### config.mk
export PLATFORM = sky130hd
export DESIGN_NAME = pc_sequencer_flat
export DESIGN_NICKNAME = d
export VERILOG_FILES = /design/src/rtl/pc_sequencer_if.sv /design/src/rtl/pc_sequencer.sv /design/src/flat_wrapper.sv
export SDC_FILE = /design/constraint.sdc
export NUM_CORES = 1
export LEC_CHECK = 0
export BUFFER_PORTS_ARGS = -buffer_cell sky130_fd_sc_hd__buf_2
export CORE_UTILIZATION = 40
export DETAILED_ROUTE_END_ITERATION = 8
export PLACE_DENSITY = 0.78
export SLEW_MARGIN = 10
export SYNTH_ARGS = -nofsm -noshare
export SYNTH_HDL_FRONTEND = slang
export SYNTH_SLANG_ARGS = --single-unit
### constraint.sdc
create_clock -name clk -period 1.7 [get_ports clk]
set_input_delay 0.255 -clock clk [delete_from_list [all_inputs] [get_ports clk]]
set_output_delay 0.255 -clock clk [all_outputs]
set_load 0.01 [all_outputs]
### src/rtl/pc_sequencer_if.sv
// Handshake bundle between the decode/jump-condition stages and the PC sequencer.
interface pc_sequencer_if #(
    parameter int PC_W = 16
);
    logic            stall;
    logic            jump_valid;
    logic            taken;
    logic            call;
    logic            ret;
    logic [PC_W-1:0] jump_target;
    logic [PC_W-1:0] pc;
    logic            fetch_valid;
    logic            flush;
    logic            stack_err;

    modport master (
        output stall, jump_valid, taken, call, ret, jump_target,
        input  pc, fetch_valid, flush, stack_err
    );

    modport slave (
        input  stall, jump_valid, taken, call, ret, jump_target,
        output pc, fetch_valid, flush, stack_err
    );
endinterface

### src/rtl/pc_sequencer.sv
// Fetch-PC sequencer with redirect flush and optional return-address stack (RAS_EN).
// Latency: a redirect sampled at edge N shows pc=target and flush=1 in cycle N+1.
// Backpressure: stall freezes pc, stack and stack_err; controls are ignored that cycle.
module pc_sequencer #(
    parameter int          PC_W        = 16,
    parameter int unsigned RESET_PC    = 0,
    parameter int          STACK_DEPTH = 4
) (
    input  logic          clk,
    input  logic          rst_n,
    pc_sequencer_if.slave bus
);
    localparam logic [PC_W-1:0] RST_PC = PC_W'(RESET_PC);

    typedef enum logic {BOOT, RUN} state_t;

    state_t          r_state;
    state_t          w_state_nxt;
    logic [PC_W-1:0] r_pc;
    logic [PC_W-1:0] w_pc_nxt;
    logic [PC_W-1:0] w_pc_inc;
    logic            r_flush;
    logic            w_flush_nxt;
    logic            w_ret_act;
    logic [PC_W-1:0] w_ret_pc;

    assign w_pc_inc = r_pc + PC_W'(1);

    always_comb begin
        w_state_nxt = r_state;
        w_pc_nxt    = r_pc;
        w_flush_nxt = 1'b0;
        case (r_state)
            BOOT: w_state_nxt = RUN;
            RUN: begin
                if (bus.stall) begin
                    w_pc_nxt = r_pc;
                end else if (w_ret_act) begin
                    w_pc_nxt    = w_ret_pc;
                    w_flush_nxt = 1'b1;
                end else if (bus.jump_valid && bus.taken) begin
                    w_pc_nxt    = bus.jump_target;
                    w_flush_nxt = 1'b1;
                end else begin
                    w_pc_nxt = w_pc_inc;
                end
            end
            default: w_state_nxt = BOOT;
        endcase
    end

    always_ff @(posedge clk or negedge rst_n) begin
        if (!rst_n) begin
            r_state <= BOOT;
            r_pc    <= RST_PC;
            r_flush <= 1'b0;
        end else begin
            r_state <= w_state_nxt;
            r_pc    <= w_pc_nxt;
            r_flush <= w_flush_nxt;
        end
    end

    assign bus.pc          = r_pc;
    assign bus.fetch_valid = (r_state == RUN);
    assign bus.flush       = r_flush;

`ifdef RAS_EN
    localparam int SP_W = $clog2(STACK_DEPTH);

    logic [PC_W-1:0] r_stack [STACK_DEPTH];
    logic [SP_W-1:0] r_sp;
    logic [SP_W:0]   r_cnt;
    logic            r_err;
    logic            w_live;
    logic            w_push;
    logic            w_empty;
    logic            w_full;

    assign w_live    = (r_state == RUN) && !bus.stall;
    assign w_empty   = (r_cnt == '0);
    assign w_full    = (r_cnt == (SP_W+1)'(STACK_DEPTH));
    assign w_ret_act = w_live && bus.ret;
    // Underflow falls back to the reset vector rather than stale stack data.
    assign w_ret_pc  = w_empty ? RST_PC : r_stack[r_sp - SP_W'(1)];
    assign w_push    = w_live && !bus.ret && bus.jump_valid && bus.taken && bus.call;

    // r_sp is the next write slot; it wraps, so a full push overwrites the oldest entry.
    always_ff @(posedge clk or negedge rst_n) begin
        if (!rst_n) begin
            r_sp  <= '0;
            r_cnt <= '0;
            r_err <= 1'b0;
        end else if (w_push) begin
            r_sp <= r_sp + SP_W'(1);
            if (w_full) r_err <= 1'b1;
            else        r_cnt <= r_cnt + (SP_W+1)'(1);
        end else if (w_ret_act) begin
            if (w_empty) begin
                r_err <= 1'b1;
            end else begin
                r_sp  <= r_sp - SP_W'(1);
                r_cnt <= r_cnt - (SP_W+1)'(1);
            end
        end
    end

    always_ff @(posedge clk) begin
        if (w_push) r_stack[r_sp] <= w_pc_inc;
    end

    assign bus.stack_err = r_err;
`else
    assign w_ret_act     = 1'b0;
    assign w_ret_pc      = RST_PC;
    assign bus.stack_err = 1'b0;
`endif
endmodule

### src/flat_wrapper.sv
// flat-port wrapper written by rule: the top's interface ports become plain ports
module pc_sequencer_flat 
#(
    parameter int          PC_W        = 16,
    parameter int unsigned RESET_PC    = 0,
    parameter int          STACK_DEPTH = 4
)
  (clk, rst_n, bus_stall, bus_jump_valid, bus_taken, bus_call, bus_ret, bus_jump_target, bus_pc, bus_fetch_valid, bus_flush, bus_stack_err);
  pc_sequencer_if #(.PC_W(PC_W)) bus_i ();
  input  logic clk;
  input  logic rst_n;
  input wire logic [$bits(bus_i.stall)-1:0] bus_stall;
  input wire logic [$bits(bus_i.jump_valid)-1:0] bus_jump_valid;
  input wire logic [$bits(bus_i.taken)-1:0] bus_taken;
  input wire logic [$bits(bus_i.call)-1:0] bus_call;
  input wire logic [$bits(bus_i.ret)-1:0] bus_ret;
  input wire logic [$bits(bus_i.jump_target)-1:0] bus_jump_target;
  output wire logic [$bits(bus_i.pc)-1:0] bus_pc;
  output wire logic [$bits(bus_i.fetch_valid)-1:0] bus_fetch_valid;
  output wire logic [$bits(bus_i.flush)-1:0] bus_flush;
  output wire logic [$bits(bus_i.stack_err)-1:0] bus_stack_err;
  assign bus_i.stall = bus_stall;
  assign bus_i.jump_valid = bus_jump_valid;
  assign bus_i.taken = bus_taken;
  assign bus_i.call = bus_call;
  assign bus_i.ret = bus_ret;
  assign bus_i.jump_target = bus_jump_target;
  assign bus_pc = bus_i.pc;
  assign bus_fetch_valid = bus_i.fetch_valid;
  assign bus_flush = bus_i.flush;
  assign bus_stack_err = bus_i.stack_err;
  pc_sequencer #(.PC_W(PC_W), .RESET_PC(RESET_PC), .STACK_DEPTH(STACK_DEPTH)) u_core (.clk(clk), .rst_n(rst_n), .bus(bus_i));
endmodule
# == After elaboration in Yosys (flattened, before gate mapping) ==
# Cells that the tools add are included.
# totals
ramBits,0
out_inout_bits,19
input_bits,23
memories,0
wordCells,11
romBits,0
reg_bits,18
latchBits,0
# classes
n_mux,4
n_eq_ne,0
add_sub_neg,1
shift,0
n_reduce_logical,2
div_mod_pow,0
order_cmp,0
multipliers,0
bitwise,1
# op_table
operator,n
"adder 16 x 1 -> 16 bit, second input constant",1
two-way mux 16 bit,1
two-way mux 1 bit,3
AND reduction 2 bit,1
logical AND 1 bit,1
NOT 1 bit,1

# == Logic depth before layout (Yosys ltp) ==
# depth
word_depth,4
ltp_mapped,6
mapped_depth_nobuf,5

# == Worst setup path before layout ==
# Ideal clock, no wire load.
# synth_path
path_kind,flip-flop to flip-flop
from,register u_core.r_pc[0] (netlist: u_core.bus.pc[0])
to,register u_core.r_pc[14] (netlist: u_core.bus.pc[14])
required_ns,1.631
path_slack_ns,0.057
arrival_ns,1.574
path_stages_with_launch,7
n_path_buf,1
period_less_slack_ns,1.643
setup_time_ns,0.069
cell_sequence,dfrtp_1 -> ha_1 -> and4_1 -> buf_2 -> nand2_2 -> or4_1 -> nand3_1
# synth_between
elab_chain_len,2
# synth_rtl
element,line,text
"start, declared",pc_sequencer.sv:19,logic [PC_W-1:0] r_pc;
"start signal, assigned",pc_sequencer.sv:59,r_pc <= w_pc_nxt;
adder 16 x 1 -> 16 bit,pc_sequencer.sv:27,assign w_pc_inc = r_pc + PC_W'(1);
two-way mux 16 bit,pc_sequencer.sv:41,end else if (bus.jump_valid && bus.taken) begin
# Every way passes these cells.
# A chain may end at the register's enable or synchronous reset.

# == Final worst setup path ==
# Same ends and word-level chain as after synthesis.

==> flow_metrics.py <==
metrics = {
    "outcome": {
        "outcome": "completed",
    },
    "grt": {
        "grt-ovfl-total": 0,
        "antenna_found_initial": 0,
        "grt_pass1_wl_microns": 4950,
        "track_usage": 0.235,
        "grt_pass1_vias": 1107,
        "grt_max_degree": 21,
    },
    "floorplanning": {
        "dieArea_sq_mm": 0.00298,
        "core_sq_mm": 0.00254,
        "io_pins": 42,
        "fp-row-count": 18,
        "start_util": 0.435,
        "die_w_microns": 54.6,
        "fp.dieH_microns": 54.6,
    },
    "routing": {
        "first_pass_iters": 4,
        "routedWlPerCell_microns": 15.4,
        "first_iter_violations": 43,
        "num_vias": 1193,
        "remaining_drc_errors": 0,
        "drt-vias-per-instance": 5.97,
        "wirelength_microns": 3090,
        "ant_nets": 0,
    },
    "power": {
        "power_mw": 1.44,
        "peakVddDrop_mv": 0.808,
        "p_per_area_mw_per_mm2": 1030,
        "p_leak_nw": 0.625,
    },
    "clock_network": {
        "h-tree-depth": 1,
        "cts_root_buffer": "clkbuf_4",
        "insertion_delay_ns": 0.30,
        "tritoncts": "done",
        "cts_buffers": 3,
        "clkTransAtPathRegs_ns": 0.12,
        "clkSinkCount": 18,
        "clock_path_buffers": 2,
    },
    "yosys": {
        "async_reset_ff_frac": 1.00,
        "yosys.area.top_type_share": 0.407,
        "synth-seq-cells": 18,
        "synth_top_family_by_area": "simple AND/OR/NAND/NOR gates",
        "synth_area_sq_mm": 0.00111,
        "synth_warnings": 0,
        "yosys-top-cells-area": "dfrtp_1 41%, a21oi_1 6.3%, nand2_1 5.4%",
        "synth-simple-area-share": 0.256,
        "synth_xor_area_frac": 0,
        "synth_fa_ha_area_frac": 0.0113,
        "muxShareOfSynthArea": 0.0181,
        "synth_cell_type_count": 35,
        "synth_edf_count": 0,
        "synthTopCellsByCount": "18 x dfrtp_1, 16 x nand2_1, 14 x a21oi_1, 8 x nand3_1",
        "synth-compound-area-share": 0.238,
        "ys.flop_type": "dfrtp_1",
        "synth_cells": 128,
        "synth.most_common_cell": "dfrtp_1",
        "seq_area_frac_synth": 0.407,
        "synthesis.nets": 152,
        "synth_area_leader_cell": "dfrtp_1",
        "syn_avg_cell_area_sq_um": 8.65,
    },
    "place": {
        "placed_cells_incl_taps": 195,
        "gp_congestion": 0.832,
        "dpl-instance-area_sq_mm": 0.00135,
        "port_buffers": 38,
        "place_ws_ns": 0.0805,
        "dp_hpwl_microns": 2330,
    },
    "sta": {
        "drv_slew": 0,
        "fin_crit_ns": 1.60,
        "finalSetupViolations": 0,
        "timing.hold.ws_ns": 0.175,
        "setup_ws_ns": 0.102,
        "finalCritPeriodShare": 0.940,
        "rsz0062_at_grt": "no",
        "max_freq_mhz": 626,
        "clock-skew-final_ns": 0.0150,
        "tns_ns": 0,
        "hold_violations": 0,
    },
    "cells_and_area": {
        "final_util": 0.549,
        "fin_nets": 195,
        "instances_no_fill": 200,
        "layout-drive-gt1-share": 0.335,
        "area_delta_synth_final_pct": 26.2,
        "stdcell_area_sq_mm": 0.00140,
        "insertedDiodeCount": 0,
        "n_fill_cell": 257,
    },
    "run": {
        "cap_violations": 0,
    },
    "worst_setup_path": {
        "cp-start-kind": "flip-flop",
        "required_ns": 1.95,
        "crit_path_max_fanout": 6,
        "worstPathArrival_ns": 1.85,
        "r2r_slack_ns": 0.10,
        "cp-end-kind": "flip-flop",
        "crit_type": "reg2reg",
    },
    "min_path": {
        "min_path_type": "in2reg",
    },
}
[power by group]
group | switching (mW) | total (mW) | internal (mW)
logic | 0.309 | 0.561 | 0.252
clock network | 0.143 | 0.273 | 0.131
registers | 0.0896 | 0.604 | 0.515
total | 0.541 | 1.44 | 0.897
[cell usage in the layout (no fill, tap or decap), drive strengths merged, types with 2 or more instances in the layout]
master,synthesis,routed
nand2,17,17
nand3,9,9
o22ai,5,5
nor2,7,7
and4,4,4
a21oi,14,14
a22oi,3,3
and2,3,3
dfrtp,18,18
buf,5,49
conb,2,2
clkbuf,7,4
a221o,2,2
mux2i,2,2
a2bb2oi,4,4
o21ai,7,7
nand4,4,4
nand2b,2,2
[cell families (layout without fill, tap and decap cells)]
logic type | count (synthesis) | in the layout
simple gates | 52 | 52
flops | 18 | 18
buf+inv | 12 | 54
compound gates | 41 | 41
fa+ha+maj | 1 | 1
other cells | 2 | 2
mux | 2 | 2
[flip-flops by register name, indices dropped and copies added (netlist names)]
name,flops
u_core.bus.pc,16
u_core.bus.fetch_valid,1
u_core.bus.flush,1
[path summary, 6_finish.rpt]
check,from,to,depth (start not counted)
min reg2reg,u_core.bus.pc[8],u_core.bus.pc[8],2
max,u_core.bus.pc[0],u_core.bus.pc[14],5
max in group asynchronous,rst_n,u_core.bus.pc[0],2
min in group asynchronous,rst_n,u_core.bus.pc[9],2
max reg2reg,u_core.bus.pc[0],u_core.bus.pc[14],5
min,bus_jump_target[0],u_core.bus.pc[0],2
[cell type report]
cell class,count,area [sq um],area share
well taps,30,37.5,0.0269
repair buffers,50,283,0.202
flip-flops and latches,18,452,0.323
multi-input cells,98,589,0.422
clock buffers,4,36.3,0.0260
[routing by layer]
layer,wire [microns],vias to the layer above,global-route usage
met5,0,-,0
met4,23,0,0.0470
met3,196,4,0.0556
met2,1550,55,0.422
met1,1310,574,0.283
li1,-,560,-
[worst max-delay path, cell delays in order, from the launching register on]
cell and delay (ns):
dfrtp_2 0.43, ha_1 0.18, and4_1 0.24, nand2_2 0.07, or4_1 0.50, nand3_1 0.11
[timing repair]
item	CTS	global route
buffers inserted	0	0
endpoints found under the setup margin	0	2
hold buffers	1	0
resized for setup	0	2
hold endpoints to repair	18	0
Power figures use the tool's default switching activity.
